File: src/rtl/iic_init_seq.sv
// iic_init_seq -- register-initialisation sequencer for the shared I2C master.
//
// Walks an external table of {reg_addr[15:0], data[7:0]} entries and turns
// each one into a single-byte I2C write request to iic_ctrl. Entries whose
// address is 16'hFFFF are delay entries (data x DLY_UNIT cycles). Failed
// writes (NACK or timeout) are retried up to RETRY_MAX attempts before the
// sequence aborts and reports the failing index.
//
// Ports:
//   clk, rst        system clock, synchronous active-high reset
//   start           one-cycle pulse, (re)runs the table from index 0 when idle
//   lut_index       table address (table has 1-cycle read latency)
//   lut_data        {reg_addr, data} of the addressed entry
//   w_req / r_req   write request pulse to the controller / read request (0)
//   device_id, reg_addr, addr_mode, w_num, wr_data   transfer description
//   wr_done, ack    completion pulse and NACK flag (ack=1 means failure)
//   busy, init_done, err, err_index   sequence status
module iic_init_seq #(
  parameter logic [7:0] DEV_ID     = 8'h78,
  parameter int         ADDR_MODE  = 1,
  parameter int         LUT_SIZE   = 64,
  parameter int         PWR_DLY    = 50000,
  parameter int         DLY_UNIT   = 1000,
  parameter int         RETRY_MAX  = 3,
  parameter int         TIMEOUT    = 200000,
  parameter int         AUTO_START = 1
) (
  input  logic        clk,
  input  logic        rst,
  input  logic        start,
  output logic [7:0]  lut_index,
  input  logic [23:0] lut_data,
  output logic        w_req,
  output logic        r_req,
  output logic [7:0]  device_id,
  output logic [15:0] reg_addr,
  output logic        addr_mode,
  output logic [15:0] w_num,
  output logic [7:0]  wr_data,
  input  logic        wr_done,
  input  logic        ack,
  output logic        busy,
  output logic        init_done,
  output logic        err,
  output logic [7:0]  err_index
);

  // One shared counter serves the power-up wait, delay entries and the
  // write timeout; it is sized for the largest of the three.
  localparam int DLY_MAX  = 255 * DLY_UNIT;
  localparam int CNT_MAX0 = (PWR_DLY > DLY_MAX) ? PWR_DLY : DLY_MAX;
  localparam int CNT_MAX  = (TIMEOUT > CNT_MAX0) ? TIMEOUT : CNT_MAX0;
  localparam int CNT_W    = $clog2(CNT_MAX + 1);
  localparam int ATT_W    = $clog2(RETRY_MAX + 1);

  localparam logic [CNT_W-1:0] PWR_LAST   = CNT_W'((PWR_DLY > 0) ? PWR_DLY - 1 : 0);
  localparam logic [CNT_W-1:0] TO_LAST    = CNT_W'((TIMEOUT > 0) ? TIMEOUT - 1 : 0);
  localparam logic [7:0]       LAST_INDEX = 8'(LUT_SIZE - 1);
  localparam logic [ATT_W-1:0] ATT_LIMIT  = ATT_W'(RETRY_MAX);

  typedef enum logic [2:0] {
    ST_IDLE, ST_PWR_WAIT, ST_FETCH, ST_ISSUE, ST_WAIT_DONE, ST_DELAY, ST_DONE, ST_FAIL
  } state_t;

  state_t            state_reg, state_next;
  logic              phase_reg, phase_next;       // 0 = address cycle, 1 = data cycle of FETCH
  logic [7:0]        index_reg, index_next;
  logic [CNT_W-1:0]  cnt_reg, cnt_next;
  logic [ATT_W-1:0]  attempt_reg, attempt_next;
  logic [15:0]       reg_addr_reg, reg_addr_next;
  logic [7:0]        wr_data_reg, wr_data_next;
  logic              busy_reg, busy_next;
  logic              init_done_reg, init_done_next;
  logic              err_reg, err_next;
  logic [7:0]        err_index_reg, err_index_next;
  logic              advance, fail;
  logic [CNT_W-1:0]  dly_total;

  assign dly_total = CNT_W'(lut_data[7:0]) * CNT_W'(DLY_UNIT);

  always_ff @(posedge clk) begin
    if (rst) begin
      state_reg     <= (AUTO_START != 0) ? ST_PWR_WAIT : ST_IDLE;
      phase_reg     <= 1'b0;
      index_reg     <= '0;
      cnt_reg       <= '0;
      attempt_reg   <= '0;
      reg_addr_reg  <= '0;
      wr_data_reg   <= '0;
      busy_reg      <= 1'b0;
      init_done_reg <= 1'b0;
      err_reg       <= 1'b0;
      err_index_reg <= '0;
    end else begin
      state_reg     <= state_next;
      phase_reg     <= phase_next;
      index_reg     <= index_next;
      cnt_reg       <= cnt_next;
      attempt_reg   <= attempt_next;
      reg_addr_reg  <= reg_addr_next;
      wr_data_reg   <= wr_data_next;
      busy_reg      <= busy_next;
      init_done_reg <= init_done_next;
      err_reg       <= err_next;
      err_index_reg <= err_index_next;
    end
  end

  always_comb begin
    state_next     = state_reg;
    phase_next     = phase_reg;
    index_next     = index_reg;
    cnt_next       = cnt_reg;
    attempt_next   = attempt_reg;
    reg_addr_next  = reg_addr_reg;
    wr_data_next   = wr_data_reg;
    busy_next      = busy_reg;
    init_done_next = init_done_reg;
    err_next       = err_reg;
    err_index_next = err_index_reg;
    advance        = 1'b0;
    fail           = 1'b0;

    case (state_reg)
      ST_IDLE, ST_DONE, ST_FAIL: begin
        if (start) begin
          index_next     = '0;
          init_done_next = 1'b0;
          err_next       = 1'b0;
          err_index_next = '0;
          busy_next      = 1'b1;
          phase_next     = 1'b0;
          state_next     = ST_FETCH;
        end
      end
      ST_PWR_WAIT: begin
        if (cnt_reg >= PWR_LAST) begin
          cnt_next   = '0;
          index_next = '0;
          busy_next  = 1'b1;
          phase_next = 1'b0;
          state_next = ST_FETCH;
        end else begin
          cnt_next = cnt_reg + 1'b1;
        end
      end
      ST_FETCH: begin
        if (!phase_reg) begin
          phase_next = 1'b1;
        end else begin
          phase_next   = 1'b0;
          attempt_next = '0;
          if (lut_data[23:8] == 16'hFFFF) begin
            // The delay is measured from the start of this entry, so its own
            // two fetch cycles count towards it. Anything that fits inside
            // the fetch advances straight away.
            if (dly_total <= CNT_W'(2)) begin
              advance = 1'b1;
            end else begin
              cnt_next   = dly_total - CNT_W'(3);
              state_next = ST_DELAY;
            end
          end else begin
            reg_addr_next = (ADDR_MODE != 0) ? lut_data[23:8] : {8'h00, lut_data[15:8]};
            wr_data_next  = lut_data[7:0];
            state_next    = ST_ISSUE;
          end
        end
      end
      ST_ISSUE: begin
        attempt_next = attempt_reg + 1'b1;
        cnt_next     = '0;
        state_next   = ST_WAIT_DONE;
      end
      ST_WAIT_DONE: begin
        // A timeout behaves like a NACK arriving in the TIMEOUT-th waiting
        // cycle; the counter stops there, so it can never wrap.
        if (wr_done) begin
          if (ack) fail = 1'b1;
          else     advance = 1'b1;
        end else if (cnt_reg >= TO_LAST) begin
          fail = 1'b1;
        end else begin
          cnt_next = cnt_reg + 1'b1;
        end
      end
      ST_DELAY: begin
        if (cnt_reg == '0) advance = 1'b1;
        else               cnt_next = cnt_reg - 1'b1;
      end
      default: state_next = ST_IDLE;
    endcase

    if (fail) begin
      if (attempt_reg < ATT_LIMIT) begin
        state_next = ST_ISSUE;
      end else begin
        state_next     = ST_FAIL;
        err_next       = 1'b1;
        err_index_next = index_reg;
        busy_next      = 1'b0;
      end
    end

    if (advance) begin
      if (index_reg == LAST_INDEX) begin
        state_next     = ST_DONE;
        init_done_next = 1'b1;
        busy_next      = 1'b0;
      end else begin
        index_next = index_reg + 8'd1;
        phase_next = 1'b0;
        state_next = ST_FETCH;
      end
    end
  end

  assign lut_index = index_reg;
  assign w_req     = (state_reg == ST_ISSUE);
  assign r_req     = 1'b0;
  assign device_id = DEV_ID;
  assign addr_mode = (ADDR_MODE != 0);
  assign w_num     = 16'd1;
  assign reg_addr  = reg_addr_reg;
  assign wr_data   = wr_data_reg;
  assign busy      = busy_reg;
  assign init_done = init_done_reg;
  assign err       = err_reg;
  assign err_index = err_index_reg;

endmodule
File: config.mk
export PLATFORM = sky130hd
export DESIGN_NAME = iic_init_seq
export DESIGN_NICKNAME = d
export VERILOG_FILES = /design/src/rtl/iic_init_seq.sv
export SDC_FILE = /design/constraint.sdc
export NUM_CORES = 1
export LEC_CHECK = 0
export ABC_AREA = 1
export BUFFER_PORTS_ARGS = -buffer_cell sky130_fd_sc_hd__buf_2
export CAP_MARGIN = 20
export CORE_UTILIZATION = 34
export CTS_BUF_LIST = sky130_fd_sc_hd__clkbuf_4 sky130_fd_sc_hd__clkbuf_8
export DETAILED_ROUTE_END_ITERATION = 10
export GPL_TIMING_DRIVEN = 0
export PLACE_DENSITY = 0.6
export SETUP_SLACK_MARGIN = 0.02
export SYNTH_ARGS = -nofsm -noshare
export SYNTH_HDL_FRONTEND = slang
export SYNTH_SLANG_ARGS = --single-unit
File: constraint.sdc
create_clock -name clk -period 4.8 [get_ports clk]
set_input_delay 0.24 -clock clk [delete_from_list [all_inputs] [get_ports clk]]
set_output_delay 0.24 -clock clk [all_outputs]
set_load 0.01 [all_outputs]
Word-level counts from Yosys, hierarchy flattened
Index checks and enable logic that the tools add are counted.
{"block": "totals", "word_cells": 112, "romBits": 0, "reg_bits": 67, "ramBits": 0, "out_inout_bits": 70, "input_bits": 29, "memories": 0, "latchBits": 0}
{"block": "op_classes", "bitwise": 1, "multipliers": 1, "n_mux": 61, "n_eq_ne": 19, "reduce_logical": 10, "n_div": 0, "n_lt_le_gt_ge": 4, "n_shift": 0, "n_addsub": 5}
{"operator": "$mux W18", "n": 7}
{"operator": "$pmux W18 S5", "n": 1}
{"operator": "$mux W8", "n": 8}
{"operator": "$mux W1", "n": 29}
{"operator": "$mux W3", "n": 9}
{"operator": "$add A18 B1 Y18 const B", "n": 1}
{"operator": "$ge A18 B16 Y1 const B", "n": 1}
{"operator": "$ge A18 B18 Y1 const B", "n": 1}
{"operator": "$le A18 B2 Y1 const B", "n": 1}
{"operator": "$logic_not A18 Y1", "n": 1}
{"operator": "$sub A18 B1 Y18 const B", "n": 1}
{"operator": "$sub A18 B2 Y18 const B", "n": 1}
{"operator": "$eq A16 B16 Y1 const B", "n": 1}
{"operator": "$pmux W8 S2", "n": 1}
{"operator": "$mul A8 B7 Y15 const B", "n": 1}
{"operator": "$eq A3 B3 Y1 const B", "n": 4}
{"operator": "$ne A2 B2 Y1 const B", "n": 6}
{"operator": "$ne A4 B4 Y1 const B", "n": 3}
{"operator": "$pmux W3 S4", "n": 1}
{"operator": "$add A8 B1 Y8 const B", "n": 1}
{"operator": "$eq A8 B6 Y1 const B", "n": 1}
{"operator": "$reduce_and A7 Y1", "n": 1}
{"operator": "$eq A3 B2 Y1 const B", "n": 2}
{"operator": "$pmux W1 S3", "n": 2}
{"operator": "other kinds (16)", "n": 16}

Depth between registers and ports, before layout
{"block": "logic_depth", "ltp_word": 8, "ltp_mapped": 25, "mapped_depth_nobuf": 24}

Worst setup path after synthesis
OpenSTA, ideal clock, no wires.
{"block": "synth_timing", "path_kind": "in2reg", "startpoint": "input lut_data[3]", "endpoint": "register cnt_reg[7]", "t_arrival_ps": 3992, "setup_time_ps": 115, "required_time_ps": 4685, "cell_stages": 24, "setup_slack_ps": 694, "path_buffers": 1, "cell_sequence": "inv_1 fa_1 inv_1 fa_1 inv_1 fa_1 inv_1 ha_1 ha_1 nand2_1 inv_1 a21oi_1 nand2_1 nand2_1 nand2_2 nor2_4 nand2_4 nor2_8 nand3_1 nand2_4 inv_4 buf_6 o21ai_1 nor2_1"}
{"block": "synth_between", "elab_chain_cells": 6, "word_cells_on_any_way": 9, "cone_classes": "1 x add/sub; 1 x mul; 1 x order compare; 1 x eq/ne; 4 x mux; 1 x reduce/logical"}
{"element": "start, declared", "line": "32", "rtl": "input logic [23:0] lut_data,"}
{"element": "$mul A8 B7 Y15 (*)", "line": "79", "rtl": "assign dly_total = CNT_W'(lut_data[7:0]) * CNT_W'(DLY_UNIT);"}
{"element": "$sub A18 B2 Y18", "line": "160", "rtl": "cnt_next = dly_total - CNT_W'(3);"}
{"element": "$mux W18", "line": "157", "rtl": "if (dly_total <= CNT_W'(2)) begin"}
{"element": "$mux W18", "line": "153", "rtl": "if (lut_data[23:8] == 16'hFFFF) begin"}
{"element": "$mux W18", "line": "148", "rtl": "if (!phase_reg) begin"}
{"element": "$pmux W18 S5", "line": "124", "rtl": "case (state_reg)"}
{"element": "end signal, assigned", "line": "98", "rtl": "cnt_reg <= cnt_next;"}
{"element": "end, declared", "line": "68", "rtl": "logic [CNT_W-1:0] cnt_reg, cnt_next;"}
Every way passes the cells marked *; elsewhere a longest branch is shown, timed or not. The select of a mux whose other input is x is not followed.
A chain may end at the register's enable or synchronous reset.

Worst setup path in the final report
{"block": "layout_timing", "startpoint": "input lut_data[5]", "endpoint": "register cnt_reg[10]"}
The elaborated chain is that of the path after synthesis.

==> out/metrics.yaml <==
drt:
  drtIter0Drc: 376
  vias: 6214
  ant_nets: 0
  dr.pass1.iters: 8
  wl_per_cell_um: 13.1
  wl_um: 17100
  viasPerCell: 4.77
  drcViolationCount: 2
setup_path:
  worstSetupPathType: "primary input to flip-flop"
  rr_worst_depth: 13
  r2r-start: "cnt_reg[0]"
  regToRegEndpoint: "cnt_reg[12]"
  start_kind: "primary input"
  r2r_slack_ns: 2.36
  crit_arrival_ns: 4.56
  cp.required_ns: 5.03
  crit_path_start: "lut_data[5]"
  end_kind: "flip-flop"
  critPathMaxFanout: 10
  crit_end: "cnt_reg[10]"
clocking:
  cts_max_level: 3
  cts_tree: "yes"
  cts-root-buf: "clkbuf_8"
  post-cts-setup-buffers: 0
  clk_path_buf_depth: 2
  post_cts_resize_count: 0
  path_clk_slew_ns: 0.09
  cts.sinks: 67
  clkLatencyLatePin_ns: 0.38
  cts_made_buffers: 9
  cts_hold_buf: 0
yosys:
  synth_area_um2: 6350
  synth_top_family_by_area: "simple AND/OR/NAND/NOR gates"
  synth_top_cell_area_share_pct: 21.1
  synthMuxAreaShare_pct: 0
  synth_compound_area_share_pct: 13.7
  synth_adder_area_share_pct: 15.1
  synthArstFlopShare_pct: 0
  synth-seq-cells: 67
  synth.avg_cell_area_um2: 6.60
  ys_seq_area_share_pct: 21.1
  yosys.area_share.simple_pct: 33.9
  synth_cell_types: 48
  ys_warn_count: 0
  yosys-top-cells-area: "dfxtp_1, nand2_1, ha_1"
  yosys.area.top_type: "dfxtp_1"
  synth_edf_count: 0
  synthCells: 963
  ys.flop_type: "dfxtp_1"
  synth_xor_area_share_pct: 2.34
sta:
  fin_ws_ns: 0.476
  skew_ns: 0.0113
  setup_violations: 0
  rsz0062_at_grt: "no"
  period_share_pct: 90.1
  hold_violations: 0
  finalSetupTns_ns: 0
  final_max_slew_viol_count: 0
  slew_headroom_pct: 45.3
  period_needed_ns: 4.32
  fmax_mhz: 231
  worst-slew-pin-transition_ns: 0.814
run:
  maxCapViolations: 0
placement:
  dp.cells: 1287
  io_buffers: 71
  place_ws_ns: 0.102
  gp_congestion: 0.909
  dp_hpwl_um: 13400
die:
  rows: 49
  die_width_um: 139
  start_util_pct: 35.0
  io_pins: 99
  die_area_um2: 19200
  fp.dieH_um: 139
  core_um2: 18100
power_and_ir_drop:
  p_int_w: 0.00165
  p_leak_nw: 3.55
  finalPower_w: 0.00354
  power_frac_seq_pct: 19.6
  vdd_ir_drop_max_mv: 0.212
  combPwrFrac_pct: 66.1
  power_switching_share_pct: 53.4
  power_frac_clock_pct: 14.3
  power.switching_w: 0.00189
  powerDensity_nw_per_um2: 486
global_routing:
  grt_max_degree: 15
  track_usage_pct: 18.5
  antenna_found_initial: 0
  grt_overflow_total: 0
  grt_pass1_wl_um: 29100
  grt_pass1_vias: 5811
worst_hold_path:
  hold_path.class: "primary input to flip-flop"
layout:
  largest_reg_flops: 18
  fin_cells: 1303
  area_growth_pct: 14.7
  finalNetCount: 1162
  insertedDiodeCount: 0
  post-route-util_pct: 40.2
  drive_above_1_share_pct: 17.8
run_status:
  violations: "DRC"
  outcome: "finished with violations"
[how the worst min path moves through the flow]
stage / from / to / slack (ns) / depth (start not counted)
CTS: lut_data[13] / reg_addr[5] / 0.11 / 3
floorplan: lut_data[18] / reg_addr[10] / 0.40 / 2
detailed placement: reg_addr[1] / reg_addr[1] / 0.45 / 2
global placement: reg_addr[15] / reg_addr[15] / 0.45 / 2
finish: lut_data[13] / reg_addr[5] / 0.13 / 3
global route: lut_data[21] / reg_addr[13] / 0.14 / 3
[logic make-up (layout without fill, tap and decap cells)]
family          after synthesis  in the layout
other cells                   2             26
fa+ha+maj                    64             64
compound gates              163            163
simple gates                454            454
xor+xnor                     17             17
flops                        67             67
buf+inv                     196            283
[final cells by class]
| type | instances | area [um^2] |
|---|---|---|
| Clock inverter | 7 | 81.3 |
| Fill cell | 1990 | 10900 |
| Clock buffer | 9 | 124 |
| Inverter | 142 | 536 |
| Multi-Input combinational cell | 724 | 4230 |
| Tap cell | 229 | 287 |
| Buffer | 54 | 338 |
| Timing Repair Buffer | 71 | 355 |
| Sequential cell | 67 | 1340 |
[layout by cell type, fill, tap and decap left out, types with 5 or more instances in the layout]
master,n
a21oi_1,89
buf_2,77
buf_4,26
clkbuf_1,17
clkbuf_8,9
conb_1,26
dfxtp_1,67
fa_1,21
ha_1,43
inv_1,128
inv_2,12
nand2_1,202
nand2_2,16
nand3_1,98
nand3_2,5
nand4_1,14
nor2_1,64
nor2_2,12
nor3_1,11
o211ai_1,7
o21ai_0,44
o21ai_1,13
or2_2,5
xor2_1,14
[power by group through the flow]
| stage | registers, W | clock network [W] | logic, W |
|---|---|---|---|
| finish | 0.000693 | 0.000506 | 0.00234 |
| global route | 0.000703 | 0.000538 | 0.00267 |
| CTS | 0.000693 | 0.000522 | 0.00233 |
| detailed placement | 0.000704 | 0 | 0.00232 |
| global placement | 0.000702 | 0 | 0.00231 |
| floorplan | 0.000692 | 0 | 0.00183 |
[per-stage QoR]
| step | cell area (um^2) | hold slack (ns) |
|---|---|---|
| after detailed placement | 7090 | 0.452 |
| after floorplan | 6440 | 0.404 |
| after CTS | 7290 | 0.110 |
| final | 7290 | 0.129 |
| after global routing | 7290 | 0.136 |
| after global placement | 7090 | 0.445 |
[Yosys cell counts (16+ instances only)]
cell type,count
dfxtp_1,67
buf_4,26
a21oi_1,89
fa_1,21
nand3_1,98
nand2_2,16
inv_1,128
nor2_1,64
ha_1,43
o21ai_0,44
nand2_1,202
clkbuf_1,17
[critical path, cell delays in order]
cell and delay (ns):
buf_2 0.24, inv_1 0.13, fa_1 0.49, inv_1 0.06, fa_1 0.54, inv_1 0.06
fa_1 0.52, inv_1 0.04, ha_1 0.29, ha_1 0.37, nand2_1 0.12, nor2_1 0.15
nand3_1 0.13, nand4_1 0.12, nand2_1 0.13, nor2_2 0.24, nand3_1 0.18, nand2_4 0.14
inv_4 0.06, buf_6 0.15, o21ai_0 0.07, a21oi_1 0.08
[layer usage]
metal | global-route usage, % | vias to the layer above | wire length, um
met1 | 25.4 | 2761 | 8580
met5 | 0 | - | 0
met2 | 29.8 | 139 | 7520
met4 | 4.97 | 0 | 229
li1 | - | 3296 | -
met3 | 3.49 | 18 | 807
(Power assumes the default switching activity.)
